$ cat config.mk
export PLATFORM = sky130hd
export DESIGN_NAME = sdram_port_arbiter
export DESIGN_NICKNAME = d
export VERILOG_FILES = /design/src/rtl/sdram_port_arbiter.sv
export SDC_FILE = /design/constraint.sdc
export NUM_CORES = 1
export LEC_CHECK = 0
export BUFFER_PORTS_ARGS = -buffer_cell sky130_fd_sc_hd__buf_2
export CAP_MARGIN = 0
export CORE_MARGIN = 2
export CORE_UTILIZATION = 43
export DETAILED_ROUTE_END_ITERATION = 8
export PLACE_DENSITY_LB_ADDON = 0.08
export SYNTH_ARGS = -nofsm -noshare
export SYNTH_HDL_FRONTEND = slang
export SYNTH_SLANG_ARGS = --single-unit
export TNS_END_PERCENT = 20
$ cat constraint.sdc
create_clock -name clk -period 1.9 [get_ports clk]
set_input_delay 0.285 -clock clk [delete_from_list [all_inputs] [get_ports clk]]
set_output_delay 0.285 -clock clk [all_outputs]
set_load 0.05 [all_outputs]
$ cat src/rtl/sdram_port_arbiter.sv
// Two-port arbiter in front of the single SDRAM controller port (CPU data bus = port 0, DMA = port 1).
// Define SDRAM_ARB_ROUND_ROBIN_EN for round-robin tie breaking; otherwise port 0 has fixed priority.
//
// state   | meaning
// --------+-------------------------------------------------------------
// IDLE    | no transaction owned; picks a winner when any req is high
// BUSY    | command latched and ctl_req held until the controller acks
// RELEASE | pN_ack high for this one cycle; requester drops req
module sdram_port_arbiter #(
  parameter int ADDR_WIDTH = 21,
  parameter int DATA_WIDTH = 32
) (
  input  logic                    clk,
  input  logic                    reset,
  input  logic                    p0_req,
  input  logic                    p0_we,
  input  logic [ADDR_WIDTH-1:0]   p0_addr,
  input  logic [DATA_WIDTH-1:0]   p0_wdata,
  input  logic [DATA_WIDTH/8-1:0] p0_nwr,
  output logic                    p0_ack,
  input  logic                    p1_req,
  input  logic                    p1_we,
  input  logic [ADDR_WIDTH-1:0]   p1_addr,
  input  logic [DATA_WIDTH-1:0]   p1_wdata,
  input  logic [DATA_WIDTH/8-1:0] p1_nwr,
  output logic                    p1_ack,
  output logic [DATA_WIDTH-1:0]   rdata,
  output logic                    ctl_req,
  output logic                    ctl_we,
  output logic [ADDR_WIDTH-1:0]   ctl_addr,
  output logic [DATA_WIDTH-1:0]   ctl_wdata,
  output logic [DATA_WIDTH/8-1:0] ctl_nwr,
  input  logic                    ctl_ack,
  input  logic [DATA_WIDTH-1:0]   ctl_rdata,
  output logic                    grant
);

  localparam int MASK_WIDTH = DATA_WIDTH / 8;

  typedef enum logic [1:0] {
    ST_IDLE    = 2'd0,
    ST_BUSY    = 2'd1,
    ST_RELEASE = 2'd2
  } state_t;

  state_t                 state, state_nxt;
  logic                   last_grant, last_grant_nxt;
  logic                   grant_nxt;
  logic                   ctl_req_nxt;
  logic                   ctl_we_nxt;
  logic [ADDR_WIDTH-1:0]  ctl_addr_nxt;
  logic [DATA_WIDTH-1:0]  ctl_wdata_nxt;
  logic [MASK_WIDTH-1:0]  ctl_nwr_nxt;
  logic [DATA_WIDTH-1:0]  rdata_nxt;
  logic                   p0_ack_nxt;
  logic                   p1_ack_nxt;
  logic                   tie;
  logic                   winner;

  assign tie = p0_req & p1_req;

  // winner is only meaningful when at least one req is high
  always_comb begin
`ifdef SDRAM_ARB_ROUND_ROBIN_EN
    winner = tie ? ~last_grant : ~p0_req;
`else
    winner = ~p0_req;
`endif
  end

  always_comb begin
    state_nxt      = state;
    last_grant_nxt = last_grant;
    grant_nxt      = grant;
    ctl_req_nxt    = ctl_req;
    ctl_we_nxt     = ctl_we;
    ctl_addr_nxt   = ctl_addr;
    ctl_wdata_nxt  = ctl_wdata;
    ctl_nwr_nxt    = ctl_nwr;
    rdata_nxt      = rdata;
    p0_ack_nxt     = 1'b0;
    p1_ack_nxt     = 1'b0;

    case (state)
      ST_IDLE: begin
        if (p0_req || p1_req) begin
          ctl_we_nxt    = winner ? p1_we    : p0_we;
          ctl_addr_nxt  = winner ? p1_addr  : p0_addr;
          ctl_wdata_nxt = winner ? p1_wdata : p0_wdata;
          ctl_nwr_nxt   = winner ? p1_nwr   : p0_nwr;
          ctl_req_nxt   = 1'b1;
          grant_nxt     = winner;
          state_nxt     = ST_BUSY;
        end
      end
      ST_BUSY: begin
        // a dropped req does not abort: only the controller ends the transaction
        if (ctl_ack) begin
          ctl_req_nxt    = 1'b0;
          rdata_nxt      = ctl_rdata;
          p0_ack_nxt     = ~grant;
          p1_ack_nxt     = grant;
          last_grant_nxt = grant;
          state_nxt      = ST_RELEASE;
        end
      end
      ST_RELEASE: begin
        state_nxt = ST_IDLE;
      end
      default: begin
        state_nxt = ST_IDLE;
      end
    endcase
  end

  always_ff @(posedge clk) begin
    if (reset) begin
      state      <= ST_IDLE;
      last_grant <= 1'b1;
      grant      <= 1'b0;
      ctl_req    <= 1'b0;
      ctl_we     <= 1'b0;
      ctl_addr   <= '0;
      ctl_wdata  <= '0;
      ctl_nwr    <= '0;
      rdata      <= '0;
      p0_ack     <= 1'b0;
      p1_ack     <= 1'b0;
    end else begin
      state      <= state_nxt;
      last_grant <= last_grant_nxt;
      grant      <= grant_nxt;
      ctl_req    <= ctl_req_nxt;
      ctl_we     <= ctl_we_nxt;
      ctl_addr   <= ctl_addr_nxt;
      ctl_wdata  <= ctl_wdata_nxt;
      ctl_nwr    <= ctl_nwr_nxt;
      rdata      <= rdata_nxt;
      p0_ack     <= p0_ack_nxt;
      p1_ack     <= p1_ack_nxt;
    end
  end

endmodule
; After elaboration in Yosys (flattened, before gate mapping)
; Cells that the tools add are included.
[word_totals]
elab_cells = 35
regBits = 96
out_inout_bits = 94
[classes]
bitwise_logic = 4
n_eq_ne = 3
mux = 10
n_reduce_logical = 8
[op_table]
columns = cell, count
row1 = $mux 32, 1
row2 = $mux 21, 1
row3 = $reduce_and 2->1, 3
row4 = $mux 2, 2
row5 = $mux 4, 1
row6 = $ne 2x2->1 const B, 2
row7 = $not 1->1, 4
row8 = $pmux 2 s2, 1
row9 = $mux 1, 3
row10 = $reduce_and 3->1, 1
row11 = $reduce_or 3->1, 1
row12 = $eq 2x1->1 const B, 1
row13 = $logic_not 2->1, 1
row14 = $pmux 1 s2, 1
row15 = $reduce_bool 2->1, 1
row16 = $logic_or 1x1->1, 1

; Depth between registers and ports, before layout
; Gate-level depths: netlist of run 1.
[depth]
ltp_word = 3
mapped_depth = 8

; Worst setup path before layout of run 1
; Ideal clock, no wire load.
[synth_path]
path_type = input-to-reg
start = input p0_req
end = register ctl_addr[10]
path_buffers = 5
t_arrival_ps = 1433
t_required_ps = 1819
stages = 8
path_slack_ps = 385
setup_time_ps = 81
cell_sequence = clkbuf_1 > or2_1 > clkbuf_2 > and2_1 > clkbuf_1 > buf_6 > buf_6 > a211oi_2
[synth_via]
elab_chain_cells = 2
elab_cells_between_ends = 3
[synth_lines]
columns = element, line_no
row1 = from (decl), 15  ; input logic p0_req,
row2 = $logic_or 1x1->1, 86  ; if (p0_req || p1_req) begin
row3 = $reduce_and 2->1 (no source line), --
row4 = to (signal assigned), 135  ; ctl_addr <= ctl_addr_nxt;
row5 = to (decl), 30  ; output logic [ADDR_WIDTH-1:0] ctl_addr,
; Several ways; a longest one is shown, not always the timed one.
; A chain may end at the register's enable or synchronous reset.

; Final worst setup path of run 1
[layout_path]
start = register state[1]
end = register rdata[4]
[layout_via]
elab_chain_cells = 2
[layout_lines]
columns = element, line_no
row1 = from (decl), 46  ; state_t state, state_nxt;
row2 = from (signal assigned), 130  ; state <= state_nxt;
row3 = $eq 2x1->1, --
row4 = $reduce_and 2->1 (no source line), --
row5 = to (signal assigned), 138  ; rdata <= rdata_nxt;
row6 = to (decl), 27  ; output logic [DATA_WIDTH-1:0] rdata,
; Every way passes these cells.

==> results of run 1 <==
## final timing paths
path                          from                endpoint  depth (start not counted)
min reg2reg  rdata[5]$_SDFFE_PP0P_   rdata[5]$_SDFFE_PP0P_                          2
max          state[1]$_SDFFE_PP0P_   rdata[4]$_SDFFE_PP0P_                          4
min                  ctl_rdata[29]  rdata[29]$_SDFFE_PP0P_                          3
max reg2reg  state[1]$_SDFFE_PP0P_   rdata[4]$_SDFFE_PP0P_                          4
## final cells by class
| class | instances | share of cell area, % |
|---|---|---|
| multi-input combinational | 285 | 34.2 |
| timing repair buffer | 262 | 25.3 |
| clock inverter | 6 | 1.28 |
| sequential | 96 | 34.5 |
| clock buffer | 9 | 2.23 |
| tap | 111 | 2.50 |
## Yosys cell counts
cell type and n:
buf_2 7, a211oi_2 20, or3b_2 1, and2_1 2
a211oi_1 39, and3b_1 1, buf_6 3, nor2_1 2
clkbuf_2 1, nand3b_1 1, nand2_1 66, clkbuf_1 29
or2_1 1, buf_1 5, mux2i_1 58, dfxtp_1 96
nor3_1 1, a21oi_1 93
## power breakdown
part | switching [mW] | internal [mW]
logic | 1.11 | 0.489
clock network | 0.707 | 0.608
registers | 0.0982 | 2.19
## cell families (layout without fill, tap and decap cells)
logic type / Yosys count / in the layout / synth area share (%)
muxes: 58 / 58 / 14.5
and+or+nand+nor: 75 / 75 / 7.57
AOI/OAI and AO/OA: 152 / 152 / 25.1
buffers and inverters: 45 / 277 / 5.02
DFF: 96 / 96 / 47.9
## metal layers
metal | vias to the layer above | routed length, microns
met5 | - | 0
met4 | 0 | 250
met3 | 20 | 810
met2 | 168 | 5550
met1 | 1781 | 4690
li1 | 1978 | -
## flip-flops by register name (all words and copies together), names as in the netlist
| register | count |
|---|---|
| ctl_req | 1 |
| p1_ack | 1 |
| ctl_addr | 21 |
| ctl_wdata | 32 |
| ctl_we | 1 |
| state | 2 |
| ctl_nwr | 4 |
| grant | 1 |
| rdata | 32 |
| p0_ack | 1 |
## stage by stage
step	setup WS [ns]	hold WS, ns	utilization (%)
4_1_cts	0.537	0.136	60.8
5_1_grt	0.407	0.138	60.8
3_3_place_gp	0.457	0.439	58.7
3_5_place_dp	0.380	0.444	58.7
6_report	0.537	0.163	60.8
2_1_floorplan	0.385	0.421	-
## cell usage in the layout (no fill, tap or decap)
cell / count
buf_2: 244
dfxtp_1: 96
a21oi_1: 93
nand2_1: 66
mux2i_1: 58
a211oi_1: 39
a211oi_2: 20
buf_4: 14
clkbuf_8: 9
buf_12: 4
clkinv_4: 3
clkinvlp_4: 2
and3b_1: 1
nand3b_1: 1
nor2_4: 1
or2_2: 1
and2_2: 1
or3b_2: 1
nor3_1: 1
nor2_1: 1
and2_1: 1
bufinv_16: 1
## tightest hold or removal path, cell delays in order
cell and delay, ns:
buf_2 0.09, nand2_1 0.04, a21oi_1 0.05
==> qor.csv, run 1 <==
stage;metric;value;unit
detailed_routing;drtIter0Drc;136;
synthesis;syn_area;0.00402;sq mm
cells_and_area;diodes;0;
floorplan;dieWidth;101;microns
placed_design;dp_hpwl;8.42;mm
timing;setup_viol;0;
synthesis;seq_area_frac_synth;47.9;%
timing;relSlewSlack;68.2;%
synthesis;syn_area_per_cell;9.43;sq um
cells_and_area;finalNonFillerCells;769;
power;power_density;936;mW/mm^2
timing;rsz0062_at_grt;no;
cts;numClockSinks;96;
global_route;grt_overflow;0;
timing;slew_viol_final;0;
cells_and_area;fin_nets;807;
detailed_routing;route.detailed.drc;0;
cts;holdBufCountCts;0;
synthesis;synth.area.top_cells;dfxtp_1 (48%), mux2i_1 (14%), a21oi_1 (12%);
placed_design;place.gp.congestion;0.761;
cts;cts_tree;built;
synthesis;synth_top_area_cell;dfxtp_1;
detailed_routing;postRouteAntennaNets;0;
synthesis;syn_nets;579;
global_route;first_global_vias;3640;
floorplan;core;0.00915;sq mm
global_route;busiest_layer;met2;
timing;tns;0;ns
critical_path;crit_family;simple AND/OR/NAND/NOR gates;
detailed_routing;via_per_inst;5.13;
cts;htree_levels;3;
critical_path;critPathCaptureType;register;
timing;final-hold-violation-count;0;
run_status;outcome;complete, no violations;
critical_path;max_stage_delay;0.43;ns
synthesis;netlist_instances;426;
global_route;grt_antenna_before_repair;0;
critical_path;crit_fanout;26;
cells_and_area;multiInputGateArea;0.00190;sq mm
floorplan;rows;35;
cts;clk_latency;0.34;ns
detailed_routing;wl_per_cell;14.7;microns
power;total_power;5.21;mW
cts;postCtsSetupRepairBufs;0;
critical_path;cp.arrival;1.59;ns
global_route;grt_pass1_wl;17.4;mm
critical_path;critPathKind;register to register;
placed_design;io_buffers;246;
global_route;grt_usage;21.5;%
synthesis;yosys.area.top_type_share;47.9;%
cells_and_area;post-route-cell-area;0.00556;sq mm
critical_path;cpMaxStageDelayCell;nand3b_1;
cts;cts_resized;0;
critical_path;start_kind;register;
critical_path;regToRegSetupSlack;0.54;ns
cells_and_area;fill_cells;825;
timing;finalClockSkew;0.0113;ns
critical_path;required;2.13;ns
timing;max_clock_freq;734;MHz
placed_design;place_inst;754;
power;power.leakage;2.70;nW
global_route;gr-usage-met1;25.5;%
timing;finalCritPeriodShare;71.8;%
detailed_routing;first_pass_iters;4;
detailed_routing;via_count;3947;
detailed_routing;routed_wl;11.3;mm
synthesis;ys_ff_latch;96;
placed_design;place_area;0.00537;sq mm
cts;cts_buffer_depth;2;
hold_path;hp-class;input port to register;
power;ir_drop;0.000459;V
floorplan;start_util;43.9;%
synthesis;yosysWarnings;0;
cts;path_clk_slew;0.10;ns
synthesis;synth_cell_types;18;
global_route;grt_util_met3;4.65;%
cells_and_area;ff_latch_area;0.00192;sq mm
critical_path;critical_path.cell_chain;nand3b_1 > buf_12 > nand2_1 > a21oi_1;
cts;cts_buffers;9;
timing;min_period;1.36;ns
cells_and_area;layout-drive-gt1-share;45.7;%
cts;cts_root_buf;clkbuf_8;
floorplan;die_h;101;microns
floorplan;io_pins;247;
global_route;grt_util_met2;37.5;%
global_route;grt_start_max_net_pins;45;
critical_path;crit_buf_inv;1;
run;cap_violations;0;
timing;tightest_slew;0.477;ns
floorplan;dieArea;0.0101;sq mm
cells_and_area;area_delta_synth_final;38.5;%
No activity file was read; power rests on OpenSTA's default activity.
==> run 2: changes to the inputs <==
==> constraint.sdc (replaced) <==
create_clock -name clk -period 1.41 [get_ports clk]
set_input_delay 0.2115 -clock clk [delete_from_list [all_inputs] [get_ports clk]]
set_output_delay 0.2115 -clock clk [all_outputs]
set_load 0.05 [all_outputs]
==> run 2 against run 1 <==
  * Die area did not move
  * Largest cell class unchanged
  * Combinational power rose by 37%
  * Routed wire length fell by 0.27%
  * Worst setup slack got worse by 0.37 ns
  * Clock-buffer cell count rose by 1
  * Critical path type unchanged
==> qor.csv, run 2 (same netlist as run 1, synthesis figures left out) <==
stage;metric;value;unit;change
run_status;outcome;complete, no violations;;unchanged
cells_and_area;fin_nets;811;;was 807
placed_design;place.gp.congestion;0.793;;was 0.761
critical_path;crit_family;flip-flops;;was simple AND/OR/NAND/NOR gates
critical_path;r2r-start;state[1]$_SDFFE_PP0P_;;unchanged
detailed_routing;via_count;3955;;was 3,947
cts;cts_tree;built;;unchanged
power;total_power;7.05;mW;was 5.21 mW
global_route;grt_antenna_before_repair;0;;unchanged
timing;tightest_slew;0.417;ns;was 0.477 ns
global_route;grt_util_met2;36.8;%;was 37.5%
floorplan;io_pins;247;;unchanged
timing;fin_ws;0.169;ns;was 0.537 ns
global_route;first_global_vias;3650;;was 3,640
global_route;grt_start_max_net_pins;43;;was 45
placed_design;place_inst;758;;was 754
power;power_density;1260;mW/mm^2;was 936 mW/mm^2
floorplan;dieWidth;101;microns;unchanged
cts;path_clk_slew;0.09;ns;was 0.10 ns
critical_path;crit_start;state[1]$_SDFFE_PP0P_;;unchanged
detailed_routing;via_per_inst;5.12;;was 5.13
cts;htree_levels;3;;unchanged
timing;min_period;1.24;ns;was 1.36 ns
timing;relSlewSlack;72.2;%;was 68.2%
global_route;gr-usage-met1;26.1;%;was 25.5%
power;ir_drop;0.000485;V;was 0.000459 V
cells_and_area;post-route-util;61.4;%;was 60.8%
detailed_routing;wl_per_cell;14.6;microns;was 14.7 microns
cts;clk_latency;0.35;ns;was 0.34 ns
run;cap_violations;0;;unchanged
cells_and_area;largestRegisters;ctl_wdata: 32 flops, rdata: 32 flops, ctl_addr: 21 flops;;unchanged
hold_path;hp-class;input port to register;;unchanged
floorplan;rows;35;;unchanged
timing;slew_viol_final;0;;unchanged
critical_path;critical_path.cell_chain;nor2_4 > and2_2 > buf_4 > a211oi_1;;was nand3b_1 > buf_12 > nand2_1 > a21oi_1
global_route;grt_usage;21.2;%;was 21.5%
hold_path;worst_hold_startpoint;ctl_rdata[11];;was ctl_rdata[29]
critical_path;cpMaxStageDelayCell;dfxtp_1;;was nand3b_1
cells_and_area;diodes;0;;unchanged
cells_and_area;multiInputGateArea;0.00190;sq mm;unchanged
cells_and_area;layout_commonest_cell;buf_2;;unchanged
timing;max_clock_freq;806;MHz;was 734 MHz
placed_design;place_worst_setup_slack;-0.0361;ns;was 0.380 ns
timing;setup_viol;0;;unchanged
detailed_routing;first_pass_iters;4;;unchanged
floorplan;core;0.00915;sq mm;unchanged
cts;cts_buffer_depth;2;;unchanged
critical_path;cp.arrival;1.48;ns;was 1.59 ns
critical_path;start_kind;register;;unchanged
cells_and_area;finalNonFillerCells;773;;was 769
cts;postCtsSetupRepairBufs;0;;unchanged
global_route;grt_overflow;0;;unchanged
cells_and_area;area_delta_synth_final;39.9;%;was 38.5%
cts;holdBufCountCts;0;;unchanged
global_route;grt_util_met3;3.88;%;was 4.65%
cts;numClockSinks;96;;unchanged
timing;finalCritPeriodShare;88.0;%;was 71.8%
floorplan;dieArea;0.0101;sq mm;unchanged
detailed_routing;drtIter0Drc;96;;was 136
cells_and_area;layout-drive-gt1-share;46.1;%;was 45.7%
cells_and_area;fill_cells;813;;was 825
critical_path;critPathCaptureType;register;;unchanged
cells_and_area;ff_latch_area;0.00192;sq mm;unchanged
cts;cts_root_buf;clkbuf_8;;unchanged
floorplan;start_util;43.9;%;unchanged
cts;cts_resized;0;;unchanged
detailed_routing;routed_wl;11.3;mm;about the same
cells_and_area;layout_common_cells;buf_2 (244), dfxtp_1 (96), a21oi_1 (93);;unchanged
critical_path;crit_fanout;13;;was 26
critical_path;required;1.65;ns;was 2.13 ns
detailed_routing;route.detailed.drc;0;;unchanged
cts;cts_buffers;9;;unchanged
placed_design;io_buffers;246;;unchanged
critical_path;critPathKind;register to register;;unchanged
timing;rsz0062_at_grt;no;;unchanged
power;power.leakage;2.73;nW;was 2.70 nW
critical_path;max_stage_delay;0.41;ns;was 0.43 ns
timing;final-hold-violation-count;0;;unchanged
detailed_routing;postRouteAntennaNets;0;;unchanged
placed_design;dp_hpwl;8.48;mm;was 8.42 mm
timing;finalClockSkew;0.0117;ns;was 0.0113 ns
global_route;grt_pass1_wl;17.3;mm;was 17.4 mm
timing;tns;0;ns;unchanged
floorplan;die_h;101;microns;unchanged
global_route;busiest_layer;met2;;unchanged
critical_path;crit_buf_inv;1;;unchanged
-- run 2: path summary, 6_finish.rpt --
| path | slack, ns | cells after the start | to |
|---|---|---|---|
| hold reg to reg | 0.46 | 2 | rdata[4]$_SDFFE_PP0P_ |
| setup / recovery | 0.17 | 4 | ctl_wdata[19]$_SDFFE_PP0P_ |
| hold / removal | 0.1 | 3 | rdata[11]$_SDFFE_PP0P_ |
| setup reg to reg | 0.17 | 4 | ctl_wdata[19]$_SDFFE_PP0P_ |
-- run 2: layout make-up --
cell class	instances	share of cell area (%)
timing repair buffer	266	26.0
tap	111	2.47
sequential	96	34.2
clock inverter	5	1.00
clock buffer	10	2.45
multi-input combinational	285	33.9
-- run 2: through the flow --
step,area [sq um],hold slack (ns)
2_1_floorplan,4030,0.348
3_3_place_gp,5420,0.439
3_5_place_dp,5420,0.443
4_1_cts,5620,0.0779
5_1_grt,5620,0.0839
6_report,5620,0.0963
-- run 2: worst reg2reg max path: stages, from the launching register on --
cell      delay, ns
dfxtp_1        0.41
nor2_4         0.07
and2_2         0.22
buf_4          0.20
a211oi_1       0.25
-- run 2: layer usage --
metal	vias up	part of all wire, %
li1	1988	-
met1	1779	43
met2	165	48
met3	23	6.9
met4	0	2.1
met5	-	0
-- run 2: where the power goes --
| group | total [mW] | switching [mW] | internal, mW | leakage, nW |
|---|---|---|---|---|
| logic | 2.19 | 1.51 | 0.680 | 1.84 |
| clock network | 1.78 | 0.920 | 0.860 | 0.0985 |
| registers | 3.09 | 0.129 | 2.96 | 0.792 |
| total | 7.05 | 2.56 | 4.50 | 2.73 |
